===== config.mk =====
export PLATFORM = sky130hd
export DESIGN_NAME = pipeline_hazard_ctrl
export DESIGN_NICKNAME = d
export VERILOG_FILES = /design/src/rtl/riscv_pkg.sv /design/src/rtl/hazard_detect.sv /design/src/rtl/pipeline_hazard_ctrl.sv
export SDC_FILE = /design/constraint.sdc
export NUM_CORES = 1
export LEC_CHECK = 0
export CAP_MARGIN = 5
export CELL_PAD_IN_SITES_DETAIL_PLACEMENT = 1
export CELL_PAD_IN_SITES_GLOBAL_PLACEMENT = 1
export CORE_MARGIN = 2
export CORE_UTILIZATION = 37
export CTS_CLUSTER_DIAMETER = 30
export DETAILED_ROUTE_END_ITERATION = 10
export MAX_ROUTING_LAYER = met4
export PLACE_DENSITY_LB_ADDON = 0.1
export SLEW_MARGIN = 20
export SYNTH_ARGS = -nofsm -noshare
export SYNTH_HDL_FRONTEND = slang
export SYNTH_SLANG_ARGS = --single-unit

===== constraint.sdc =====
create_clock -name clk -period 5.8 [get_ports clk]
set_clock_uncertainty 0.2 [all_clocks]
set_input_delay 0.87 -clock clk [delete_from_list [all_inputs] [get_ports clk]]
set_output_delay 0.87 -clock clk [all_outputs]
set_load 0.05 [all_outputs]

===== src/rtl/riscv_pkg.sv =====
// Shared RV32 definitions: opcodes used by control_path and hazard logic,
// plus the pipeline sequencer state encoding.
package riscv_pkg;

  localparam logic [6:0] OP_LOAD   = 7'b0000011;
  localparam logic [6:0] OP_STORE  = 7'b0100011;
  localparam logic [6:0] OP_R      = 7'b0110011;
  localparam logic [6:0] OP_I      = 7'b0010011;
  localparam logic [6:0] OP_BRANCH = 7'b1100011;
  localparam logic [6:0] OP_NOP    = 7'b0000000;

  typedef enum logic [1:0] {
    ST_INIT     = 2'd0,
    ST_RUN      = 2'd1,
    ST_MEM_WAIT = 2'd2,
    ST_ERROR    = 2'd3
  } hz_state_t;

endpackage


===== src/rtl/hazard_detect.sv =====
// Load-use hazard detection: decodes which source registers the ID
// instruction reads and compares them against a pending load in EX.
module hazard_detect
  import riscv_pkg::*;
(
  input  logic [6:0] id_opcode,
  input  logic [4:0] id_rs1,
  input  logic [4:0] id_rs2,
  input  logic [4:0] ex_rd,
  input  logic       ex_mem_read,
  output logic       lu_hz
);

  logic uses_rs1;
  logic uses_rs2;

  // x0 is never a real producer, so a load targeting it cannot create a hazard
  always_comb begin
    uses_rs1 = id_opcode inside {OP_LOAD, OP_STORE, OP_R, OP_I, OP_BRANCH};
    uses_rs2 = id_opcode inside {OP_STORE, OP_R, OP_BRANCH};
    lu_hz    = ex_mem_read && (ex_rd != 5'd0) &&
               ((uses_rs1 && (ex_rd == id_rs1)) || (uses_rs2 && (ex_rd == id_rs2)));
  end

endmodule


===== src/rtl/pipeline_hazard_ctrl.sv =====
// Pipeline sequencer for the 5-stage RV32 core: stalls, flushes and freezes
// the pipe for load-use hazards, taken branches and data-memory wait states.
module pipeline_hazard_ctrl
  import riscv_pkg::*;
#(
  parameter int MEM_TIMEOUT = 16,
  parameter int CNT_W       = 16
) (
  input  logic             clk,
  input  logic             rst_n,
  input  logic [6:0]       id_opcode,
  input  logic [4:0]       id_rs1,
  input  logic [4:0]       id_rs2,
  input  logic [4:0]       ex_rd,
  input  logic             ex_mem_read,
  input  logic             ex_branch_taken,
  input  logic             mem_req,
  input  logic             mem_ready,
  output logic             pc_write,
  output logic             if_id_write,
  output logic             id_ex_write,
  output logic             ex_mem_write,
  output logic             mem_wb_write,
  output logic             control_sel,
  output logic             if_id_flush,
  output logic [CNT_W-1:0] stall_cnt,
  output logic [CNT_W-1:0] flush_cnt,
  output logic             mem_timeout_err
);

  localparam int                WAIT_W    = $clog2(MEM_TIMEOUT + 1);
  localparam logic [WAIT_W-1:0] WAIT_LAST = WAIT_W'(MEM_TIMEOUT - 1);
  localparam logic [CNT_W-1:0]  CNT_MAX   = '1;

  hz_state_t         state;
  hz_state_t         state_nxt;
  logic [WAIT_W-1:0] wait_cnt;
  logic [WAIT_W-1:0] wait_cnt_nxt;
  logic              err_nxt;
  logic              stall_inc;
  logic              flush_inc;
  logic              lu_hz;
  logic              freeze;
  logic [4:0]        stage_write;

  hazard_detect u_hazard_detect (
    .id_opcode   (id_opcode),
    .id_rs1      (id_rs1),
    .id_rs2      (id_rs2),
    .ex_rd       (ex_rd),
    .ex_mem_read (ex_mem_read),
    .lu_hz       (lu_hz)
  );

  assign freeze = mem_req && !mem_ready;
  assign {pc_write, if_id_write, id_ex_write, ex_mem_write, mem_wb_write} = stage_write;

  always_ff @(posedge clk or negedge rst_n) begin
    if (!rst_n) begin
      state           <= ST_INIT;
      wait_cnt        <= '0;
      mem_timeout_err <= 1'b0;
      stall_cnt       <= '0;
      flush_cnt       <= '0;
    end else begin
      state           <= state_nxt;
      wait_cnt        <= wait_cnt_nxt;
      mem_timeout_err <= err_nxt;
      if (stall_inc && (stall_cnt != CNT_MAX)) stall_cnt <= stall_cnt + 1'b1;
      if (flush_inc && (flush_cnt != CNT_MAX)) flush_cnt <= flush_cnt + 1'b1;
    end
  end

  // A frozen pipe holds EX, so branch and load-use decisions wait until it thaws
  always_comb begin
    state_nxt    = state;
    wait_cnt_nxt = wait_cnt;
    err_nxt      = mem_timeout_err;
    stage_write  = 5'b00000;
    control_sel  = 1'b1;
    if_id_flush  = 1'b0;
    stall_inc    = 1'b0;
    flush_inc    = 1'b0;
    case (state)
      ST_INIT: state_nxt = ST_RUN;
      ST_RUN, ST_MEM_WAIT: begin
        if (freeze) begin
          control_sel  = 1'b0;
          stall_inc    = 1'b1;
          wait_cnt_nxt = wait_cnt + 1'b1;
          if (wait_cnt == WAIT_LAST) begin
            state_nxt = ST_ERROR;
            err_nxt   = 1'b1;
          end else begin
            state_nxt = ST_MEM_WAIT;
          end
        end else begin
          state_nxt    = ST_RUN;
          wait_cnt_nxt = '0;
          if (ex_branch_taken) begin
            stage_write = 5'b11111;
            if_id_flush = 1'b1;
            flush_inc   = 1'b1;
          end else if (lu_hz) begin
            stage_write = 5'b00111;
            stall_inc   = 1'b1;
          end else begin
            stage_write = 5'b11111;
            control_sel = 1'b0;
          end
        end
      end
      ST_ERROR: control_sel = 1'b0;
      default:  state_nxt = ST_INIT;
    endcase
  end

endmodule


==> results of run 1 <==
-- kinds of logic after synthesis --
| kind of cell | Yosys count | share of synthesized area (%) |
|---|---|---|
| buf+inv | 12 | 3.511 |
| compound gates | 17 | 6.429 |
| mux | 4 | 2.262 |
| flops | 40 | 47.62 |
| simple gates | 83 | 20.95 |
| xor+xnor | 39 | 16.25 |
| fa+ha+maj | 5 | 2.976 |
-- routing by layer --
layer  GRT usage (%)  vias up  share of wire [%]
li1                -      827                  -
met1           23.93      828                 48
met2           27.12       42                 45
met3           4.977        7                5.2
met4           5.172        0                1.2
met5               -        -                  0
-- worst max-delay path by stage --
stage,slack [ns],to,from,depth (start not counted)
CTS,1.51,if_id_write,ex_rd[0],6
finish,1.54,if_id_write,ex_rd[0],6
global route,1.39,pc_write,ex_rd[0],6
floorplan,2.03,pc_write,ex_rd[0],5
detailed placement,1.52,if_id_write,ex_rd[0],6
global placement,1.55,if_id_write,ex_rd[0],6
-- per-stage QoR --
step / std cells / area [um2] / total power [mW] / hold WS [ns]
3_5_place_dp: 333 / 2806 / 0.3199 / 0.2597
3_3_place_gp: 333 / 2806 / 0.3196 / 0.2539
2_1_floorplan: 200 / 2102 / 0.2920 / 0.2570
6_report: 341 / 2900 / 0.5098 / 0.2730
4_1_cts: 341 / 2900 / 0.5160 / 0.2780
5_1_grt: 341 / 2900 / 0.5343 / 0.3181
-- cells in the mapped netlist, types with 2 or more instances --
cell type                   count  area, um2
sky130_fd_sc_hd__o21ai_0        6      30.03
sky130_fd_sc_hd__o2111ai_1      2      17.52
sky130_fd_sc_hd__nor4_1         2      12.51
sky130_fd_sc_hd__nand3_1       12      60.06
sky130_fd_sc_hd__nor2b_1        2      12.51
sky130_fd_sc_hd__inv_1          6      22.52
sky130_fd_sc_hd__or4_1          2      15.01
sky130_fd_sc_hd__buf_4          3      22.52
sky130_fd_sc_hd__xor2_1        24      210.2
sky130_fd_sc_hd__and2_1         2      12.51
sky130_fd_sc_hd__nand4b_1       2      17.52
sky130_fd_sc_hd__o22ai_1        2      12.51
sky130_fd_sc_hd__nor2_1        13      48.80
sky130_fd_sc_hd__ha_1           5      62.56
sky130_fd_sc_hd__nand2b_1       3      18.77
sky130_fd_sc_hd__nor3_2         2      20.02
sky130_fd_sc_hd__and3_1         8      50.05
sky130_fd_sc_hd__mux2_2         2      22.52
sky130_fd_sc_hd__nor3_1         7      35.03
sky130_fd_sc_hd__nand4_1       10      62.56
sky130_fd_sc_hd__xnor2_1       15      131.4
sky130_fd_sc_hd__nand2_1       16      60.06
sky130_fd_sc_hd__dfrtp_1       40       1001
-- cell type report --
cell class,count,area share [%]
Tap cell,72,3.106
Sequential cell,40,34.51
Inverter,6,0.7765
Timing Repair Buffer,67,22.95
Clock buffer,7,2.977
Multi-Input combinational cell,148,35.42
Clock inverter,1,0.2588
-- registers in the layout, indices dropped and copies added (netlist names) --
signal / count
flush_cnt: 16
mem_timeout_err: 1
stall_cnt: 16
wait_cnt: 5
state: 2
-- power groups by stage --
stage	logic (mW)	registers (mW)	clock network [mW]
3_3_place_gp	0.0355	0.284	0
4_1_cts	0.0360	0.279	0.201
5_1_grt	0.0388	0.279	0.217
2_1_floorplan	0.00781	0.284	0
6_report	0.0352	0.279	0.196
3_5_place_dp	0.0357	0.284	0
==> flow_results.org, run 1 <==
** Routing
- Detailed-route via count :: 1704
- Average routed wire per standard cell :: approximately 15 um
- Number of DRC markers in iteration 0 :: 87
- Using the TritonRoute via totals, the vias-per-cell ratio works out to 4.997.
- Total DRC errors in the routed layout :: 0
- The first detailed-routing pass took 5 iterations.
- Wirelength, routed :: 5061 um
- Routed Antenna Nets :: 0

** STA
- Setup repair after global routing left no endpoint under its margin.
- Max transition margin :: between 40% and 50%
- Setup violations remaining at the end of the flow were counted as 0.
- Final hold viol count :: 0
- Setup Total Neg Slack :: 0 ns
- At the pin with the least slew margin, the transition time is 0.8978 ns.
- Dividing the final minimum period by the clock period gives 73.43%.
- The smallest clock period supported by the final layout is computed as between 4 and 5 ns.
- After layout, the worst setup slack is approximately 1.5 ns.
- Timing-limited maximum frequency :: between 200 and 250 MHz
- The number of max-slew violations in the final report is 0.

** Synthesis
- In the synthesized netlist the dominant register cell turns out to be sky130_fd_sc_hd__dfrtp_1.
- The share of the Yosys chip area taken by registers is a little under half.
- When the netlist entered floorplanning its net count stood at around 230.
- The cell area that synthesis handed to floorplanning was approximately 2100 um2.
- After synthesis, the share of flip-flops with an asynchronous set or reset is 100.0%.
- Average size of a mapped cell :: about 11 um2
- In this run, distinct cell masters in the synthesized netlist total 37.
- During synthesis, Yosys emitted a total of 0 warnings.
- After synthesis the netlist holds a flip-flop and latch count of 40.
- Synthesized netlist cell count :: 200
- The synthesized design contains 0 enable-type register cells.

** GRT
- The initial antenna violation count is 0.
- Number of global-route vias before repair :: 1772
- GRT Total Usage :: 17.99%
- The first global-routing pass estimated 8583 um of wire.
- Pin count of the biggest net entering global routing :: 41
- Grt ovf :: 0

** Floorplan
- The floorplan has 27 rows.
- For this configuration, the core starts out at a cell density of between 30% and 40%.
- Floorplan core area :: 5507 um2
- Die width :: 79.38 um
- In this run the vertical extent of the chip is 79.38 um.
- DIE AREA :: 6300 um2
- In this run the count of I/O pins placed on the die edge is 68.

** Cells and area
- The net count of the finished layout is roughly 300.
- Sequential cell area :: 1001 um2
- Fraction of final layout cells with drive strength greater than 1 :: 6.320%
- From synthesis to final layout, the design area changed by 37.98%.
- Summing all multi-input logic gate instances after layout gives around 1000 um2.
- The layout has 597 filler cells.
- ANT cells :: 0
- Most frequent standard cell in the layout excluding fill and tap cells :: sky130_fd_sc_hd__clkdlybuf4s50_1
- Leading cell types in the layout, fill and taps excluded :: sky130_fd_sc_hd__clkdlybuf4s50_1, sky130_fd_sc_hd__dfrtp_1, sky130_fd_sc_hd__xor2_1
- Share of the core filled with cells :: 52.67%

** CTS
- TritonCTS built the clock tree.
- Post-cts hold buffer count :: 0
- Clock slew at reported path FFs :: roughly 0.080 ns
- After clock tree synthesis, the setup repair step added 0 buffers.
- TritonCTS created 5 clock buffers.
- The clock drives 40 sinks.
- At the later pin of the worst-skew pair, clock insertion delay measures ~0.3 ns.
- In this run the number of H-tree levels came out at 2.
- Clock tree synthesis selected as its root buffer the cell sky130_fd_sc_hd__clkbuf_8.
- Post-cts repair resize count :: 0
- The longest clock path from root to sink contains 2 buffers.

** Pwr
- In this run switching power makes up 22.45% of total power.
- The internal power of the cells totals 395.4 uW.
- In this run the static leakage power is 1.284 nW.
- The clock network is responsible for 38.5% of the overall power.
- For this design the total switching power over the nets is 114.4 uW.
- Sequential cells account for 54.6% of the total power.
- Comb power frac :: between 6 and 7%
- Ratio of total power to cell area :: 175.8 nW/um2
- The worst-case IR drop observed on VDD is 109.8 uV.

** Worst hold path
- Class of the tightest hold or removal check :: register to register
- Worst Hold Depth :: 1
- Worst hold path startpoint :: mem_timeout_err
- Sink of the worst hold path :: mem_timeout_err

** Worst setup path
- Worst endpoint data arrival time :: 3.19 ns
- In this design, the largest share of critical-path delay is due to buffers and inverters.
- Data on the critical path is required at its endpoint by 4.73 ns.
- On the worst path, the slowest cell contributes a delay of 0.82 ns.
- The worst setup path is launched from a primary input.
- Critical R2R Launch :: state[0]
- CP max stage cell :: sky130_fd_sc_hd__clkdlybuf4s50_1
- Walking the worst path, the cells encountered are clkdlybuf4s50_1 > or4_1 > o21ai_0 > nor3_1 > nor2_1 > clkdlybuf4s50_1.
- The number of cells on the worst reg-to-reg path is 6.
- Counting stages on the worst path, the most repeated cell is sky130_fd_sc_hd__clkdlybuf4s50_1.
- The worst setup path is of the primary input to output port kind.
- Maximum fanout along the worst path :: 3
- Setup slack on the worst reg-to-reg path comes out at between 3 and 4 ns.
- Counting both buffers and inverters, the worst setup path holds a total of 2.
- R2r endpoint :: flush_cnt[15]
- Crit path capture type :: output port

** Outcome
- Outcome :: finished, final reports clean

** Flow run
- Max-cap violations in this run came to 0.

** Place
- Routability-driven placement finished with a final weighted congestion of 0.7042.
- Placement Setup Slack :: 1.521 ns
- The count of buffers added on input and output ports is 67.
- Detailed placement finished with a half-perimeter wire length of 3703 um.
(Power assumes the default switching activity.)
==> inputs of run 2 (changes only) <==
- CORE_UTILIZATION: 37 -> 31
- clock period: 5.8 -> 3.9 ns (I/O delays scaled with it)
==> run 2 against run 1 <==
Net effect: highest routed layer unchanged; cell area is essentially flat; critical path type is now register to output port; non-clock buffer count unchanged; critical path depth decreased by 2; critical endpoint is now if_id_flush.
==> flow_results.org, run 2 (synthesized netlist as in run 1, its figures left out) <==
** CTS
- Clock slew at reported path FFs :: around 0.08 ns
- CTS placed an instance of sky130_fd_sc_hd__clkbuf_8 at the clock tree root.
- Post-cts hold buffer count :: 0
- The clock drives 40 sinks.
- Clock latency on the worst-skew pair :: approximately 0.29 ns
- Htree depth :: 2
- TritonCTS built the clock tree.
- Setup Fix Bufs, Post-CTS :: 0
- Post-cts repair resize count :: 0
- Number of buffers added by the clock tree synthesis step :: 5
- Number of buffers between clock root and the deepest sink :: 2

** Routing
- Number of DRC markers in iteration 0 :: 68
- DR pass1 iterations :: 4
- Dividing the detail-routed wire length by the instance count gives 15.28 um.
- Summing over every cut layer, the via total after detailed routing is 1720.
- Total DRC errors in the routed layout :: 0
- In the routed layout, each cell is associated on average with a via count of 4.928.
- Wirelength, routed :: 5333 um
- Once detail routing completed, the nets flagged for antenna violations numbered 0.

** STA
- Final hold viol count :: 0
- RSZ-0062 raised after global routing :: false
- After layout, the worst path uses 83.79% of the clock period.
- Static timing analysis puts the maximum clock frequency at a little over 300 MHz.
- Adding up every negative setup slack in the final design gives 0 ns.
- The worst pin sits at a relative slew slack of 37.04%.
- After layout, the worst setup slack is 0.6321 ns.
- The clock period could shrink to between 3 and 4 ns.
- For the pin with the worst max-slew slack, the measured transition is 0.9443 ns.
- The number of max-slew violations in the final report is 0.
- Setup violations remaining at the end of the flow were counted as 0.

** Floorplan
- Initial Utilization :: a little under a third
- DIE AREA :: 7455 um2
- Floorplan core area :: 6681 um2
- In this run the count of I/O pins placed on the die edge is 68.
- The floorplan has 30 rows.
- Die Y-Extent :: 86.35 um
- Measured along the x axis, the die boundary spans 86.35 um.

** Place
- Placement Setup Slack :: 0.7170 ns
- Routability-driven placement finished with a final weighted congestion of 0.7689.
- After legalization and detailed placement, the total HPWL measured between 3000 and 4000 um.
- Buffers placed on the I/O ports in this run total 67.

** Cells and area
- ANT cells :: 0
- Registers with the highest flip-flop counts :: flush_cnt (16), stall_cnt (16), wait_cnt (5)
- Area Growth Syn to Fin :: 37.92%
- Most frequent standard cell in the layout excluding fill and tap cells :: sky130_fd_sc_hd__clkdlybuf4s50_1
- Net count reported at finish :: 301
- The post-route netlist has 7.063% of its cells at a drive strength greater than 1.
- The top cell types in the final layout, fill and taps aside, are sky130_fd_sc_hd__clkdlybuf4s50_1, sky130_fd_sc_hd__dfrtp_1, sky130_fd_sc_hd__xor2_1.

** Worst setup path
- The worst setup path is captured at an output port.
- For the worst flop-to-flop path, the logic depth is 6.
- Counting both buffers and inverters, the worst setup path holds a total of 2.
- R2R setup slack :: around 1.4 ns
- CP max stage cell :: sky130_fd_sc_hd__clkdlybuf4s50_1
- The startpoint identified for the worst register-to-register timing path is state[0].
- CP Cell Sequence :: ha_1 > nand3_1 > inv_1 > clkdlybuf4s50_1
- The worst setup path is of the register to output port kind.
- Worst path required time :: approximately 3.1 ns
- In this design, the largest share of critical-path delay is due to buffers and inverters.
- Worst setup SP type :: register
- Counting buffers and inverters, the worst setup path is 4 cells deep.
- Worst endpoint data arrival time :: 2.48 ns
- On the worst path, the slowest cell contributes a delay of around 0.8 ns.
- In this run the critical register-to-register path is captured at flush_cnt[15].
- Along the worst path, the maximum fanout reaches 16.

** Flow run
- Max-capacitance violation count :: 0

** Outcome
- Outcome :: finished, final reports clean

** GRT
- First-pass GRT wire length :: 8845 um
- Pin count of the biggest net entering global routing :: 41
- The via count of the first global-routing pass came to 1796.
- For this run the aggregate overflow at the end of global routing stands at 0.
- Across every metal layer, demand over resource in global routing totals 15.19%.
- The initial antenna violation count is 0.

** Pwr
- Ratio of total power to cell area :: 260.6 nW/um2
- Summed over all cells, the static leakage comes to 1.291 nW.
- Maximum ir drop on the vdd rail :: around 130 uV
- Post-layout total power :: ~760 uW

** Worst hold path
- The path class of the tightest hold or removal check is primary input to asynchronous set/reset pin.
[run 2: where the power goes]
part / internal, mW / switching (mW) / leakage [nW]
sequential: 0.414 / 0 / 0.538
combinational: 0.0299 / 0.0226 / 0.708
clock: 0.145 / 0.144 / 0.0455
[run 2: per-layer routing]
metal | vias to the layer above | part of all wire (%) | track usage (%)
met1 | 832 | 50 | 21.55
met4 | 0 | 0.90 | 3.409
met2 | 51 | 44 | 22.52
met3 | 6 | 5.4 | 3.048
met5 | - | 0 | -
li1 | 831 | - | -
[run 2: worst max path at each step]
stage	from	end	slack (ns)
CTS	state[0]	if_id_flush	0.60
global placement	mem_ready	if_id_flush	0.73
detailed placement	mem_ready	if_id_flush	0.72
finish	state[0]	if_id_flush	0.63
global route	state[1]	if_id_flush	0.45
floorplan	ex_rd[0]	pc_write	0.70
[run 2: layout make-up]
cell class,count,area (um2)
fillers,756,3782
multi-input cells,148,1027
flip-flops and latches,40,1001
repair buffers,67,658.1
well taps,80,100.1
clock buffers,8,90.09
inverters,6,22.52
[run 2: through the flow]
| step | hold slack [ns] | cell area, um2 | cells | utilization [%] |
|---|---|---|---|---|
| after floorplan | 0.08941 | 2102 | 200 | - |
| after global placement | 0.2537 | 2809 | 341 | 42.04 |
| after detailed placement | 0.2621 | 2809 | 341 | 42.04 |
| after CTS | 0.2810 | 2899 | 349 | 43.39 |
| after global routing | 0.3015 | 2899 | 349 | 43.39 |
| final | 0.2316 | 2899 | 349 | 43.39 |
==> inputs of run 3 (changes only) <==
- clock period: 3.9 -> 2.7 ns (I/O delays scaled with it)
==> run 3 against run 2 <==
Net effect: via count up 3.4%; global-route usage is essentially flat; core utilization is 3.5 points higher; highest routed layer unchanged; cell area grew 8.0%; die area unchanged.
==> flow_results.org, run 3 (synthesized netlist as in run 1, its figures left out) <==
** Pwr
- Ratio of total power to cell area :: 354.1 nW/um2
- Comb power frac :: 8.2%
- Net switching component of the power :: roughly 250 uW
- Summed over all cells, the static leakage comes to approximately 1.4 nW.
- Cell internal power dissipation :: between 800 and 900 uW
- Part of the total power dissipated in the clock network :: a little under two fifths
- Across the VDD grid, the largest voltage drop is 221.2 uV.
- Sequential share of power :: 54.0%
- Switching share of power :: 22.66%
- The design draws 1.108 mW.

** Routing
- DR pass1 iterations :: 4
- Number of DRC markers in iteration 0 :: 36
- In the final routed layout, each cell accounts on average for 14.96 um.
- Detailed-route via count :: 1779
- Total DRC errors in the routed layout :: 0
- Via-per-instance ratio :: 4.942
- Routed Antenna Nets :: 0
- After detailed routing, the total wire length is 5387 um.

** Flow run
- Max-capacitance violation count :: 0

** STA
- The worst path in the final design needs a cycle of between 2 and 3 ns, including I/O delays and setup.
- Static timing analysis puts the maximum clock frequency at 381.5 MHz.
- Setup repair after global routing could not meet its margin everywhere.
- Max Slew Vio Count :: 0
- Max transition margin :: 38.18%
- Final hold slack :: 0.03938 ns
- Setup violations remaining at the end of the flow were counted as 0.
- At the pin with the least slew margin, the transition time is 0.9272 ns.
- Final hold viol count :: 0
- The final critical path takes up a little over nine tenths of the cycle.

** CTS
- The root buffer cell chosen for the clock tree is sky130_fd_sc_hd__clkbuf_8.
- The H-tree was split into 2 levels.
- The clock drives 40 sinks.
- Number of buffers added by the clock tree synthesis step :: 5
- In this run the deepest clock path goes through 2 buffers.
- For the worst-skew pair, the clock arrives at the later sink with an insertion delay of about 0.30 ns.
- Clock slew at reported path FFs :: 0.08 ns
- TritonCTS built the clock tree.

** Worst setup path
- The worst setup path is of the primary input to output port kind.
- The worst register-to-register path ends at stall_cnt[1].
- Crit path capture type :: output port
- Maximum fanout along the worst path :: 3
- In this run the worst setup path begins at ex_rd[2].
- Critical R2R Launch :: stall_cnt[0]
- Data on the critical path is required at its endpoint by ~2.1 ns.
- STA classifies the critical path startpoint as a primary input.
- For the worst flop-to-flop path, the logic depth is 6.
- STA puts the critical path data arrival time at roughly 2.0 ns.
- For flop-to-flop paths, the worst setup slack is between 0.3 and 0.4 ns.

** Place
- Hpwl dp :: 3926 um
- GP Congestion :: a little under 0.7
- Summing all placed instances gives a cell area of 2957 um2.
- Port buffering added 67 buffers.

** Cells and area
- Leading cell types in the layout, fill and taps excluded :: sky130_fd_sc_hd__clkdlybuf4s50_1, sky130_fd_sc_hd__dfrtp_1, sky130_fd_sc_hd__xor2_1
- The repair_antennas step left the layout with diodes totalling 0.
- Most frequent standard cell in the layout excluding fill and tap cells :: sky130_fd_sc_hd__clkdlybuf4s50_1
- The post-route netlist has approximately 16% of its cells at a drive strength greater than 1.
- Registers with the highest flip-flop counts :: flush_cnt (16), stall_cnt (16), wait_cnt (5)
- Relative to the synthesized area, the layout overhead comes to 48.93%.
- Once layout is done, the placed cells without fillers occupy 3131 um2.
- Measured on the finished design, the core utilization comes to 46.85%.
- Net count reported at finish :: 312

** Floorplan
- The floorplan step defined a core boundary enclosing 6681 um2.
- Initial Utilization :: a little under a third
- In this run the core area contains 30 standard-cell rows.
- In this run the count of I/O pins placed on the die edge is a little under 70.
- Die Y-Extent :: 86.35 um
- The die covers 7455 um2.
- Die width :: 86.35 um

** GRT
- First-pass GRT wire length :: between 8000 and 9000 um
- Entering global routing, the biggest net connects between 40 and 50 pins.
- GRT Total Usage :: 15.18%
- Antenna violations before repair :: 0
- Number of global-route vias before repair :: ~1900
- Grt ovf :: 0

** Outcome
- Outcome :: finished, final reports clean

** Worst hold path
- The path class of the tightest hold or removal check is primary input to asynchronous set/reset pin.
[run 3: how the worst max path moves through the flow]
stage	cells after the start	endpoint	slack, ns
after global routing	9	control_sel	-0.01
after CTS	9	control_sel	0.01
final	7	control_sel	0.08
after global placement	6	if_id_write	-0.1
after floorplan	5	pc_write	0.12
after detailed placement	6	pc_write	-0.17
[run 3: repair_timing]
item / in CTS / in global routing
gates resized for setup: 10 / 6
gates cloned: 0 / 0
pin swaps: 2 / 6
buffers inserted: 0 / 2
hold buffers: 0 / 0
endpoints found under the setup margin: 3 / 3
endpoints found under the hold margin: 0 / 0
[run 3: power by group through the flow]
stage	logic, mW	registers [mW]	clock network (mW)
final	0.0907	0.598	0.419
after global routing	0.0987	0.598	0.456
after CTS	0.0892	0.598	0.434
after detailed placement	0.0835	0.610	0
after global placement	0.0823	0.610	0
after floorplan	0.0168	0.611	0
[run 3: metal layers]
metal  routed length, um  vias up  global-route usage, %
li1                    -      856                      -
met1                2524      869                  19.69
met2                2471       48                  23.22
met3                 321        6                  4.381
met4                  70        0                  4.261
met5                   0        -                      -
[run 3: stage by stage]
stage | TNS [ns] | worst slack, ns | std cells
6_report | 0 | 0.07889 | 360
2_1_floorplan | 0 | 0.1178 | 200
3_3_place_gp | -0.3395 | -0.09923 | 350
5_1_grt | -0.01217 | -0.01217 | 360
3_5_place_dp | -0.7498 | -0.1743 | 350
4_1_cts | 0 | 0.01239 | 358
[run 3: final cells by class]
class,count,area (um2)
Fill cell,750,3551
Multi-Input combinational cell,148,1092
Tap cell,80,100.1
Inverter,6,22.52
Sequential cell,40,1001
Clock buffer,8,90.09
Timing Repair Buffer,78,824.5
[run 3: worst max-delay path, cell delays in order]
cell	delay, ns
sky130_fd_sc_hd__clkdlybuf4s50_1	0.47
sky130_fd_sc_hd__or4_4	0.54
sky130_fd_sc_hd__o21ai_4	0.16
sky130_fd_sc_hd__nor2_1	0.05
sky130_fd_sc_hd__nor2_1	0.13
sky130_fd_sc_hd__o22ai_2	0.10
sky130_fd_sc_hd__buf_12	0.16
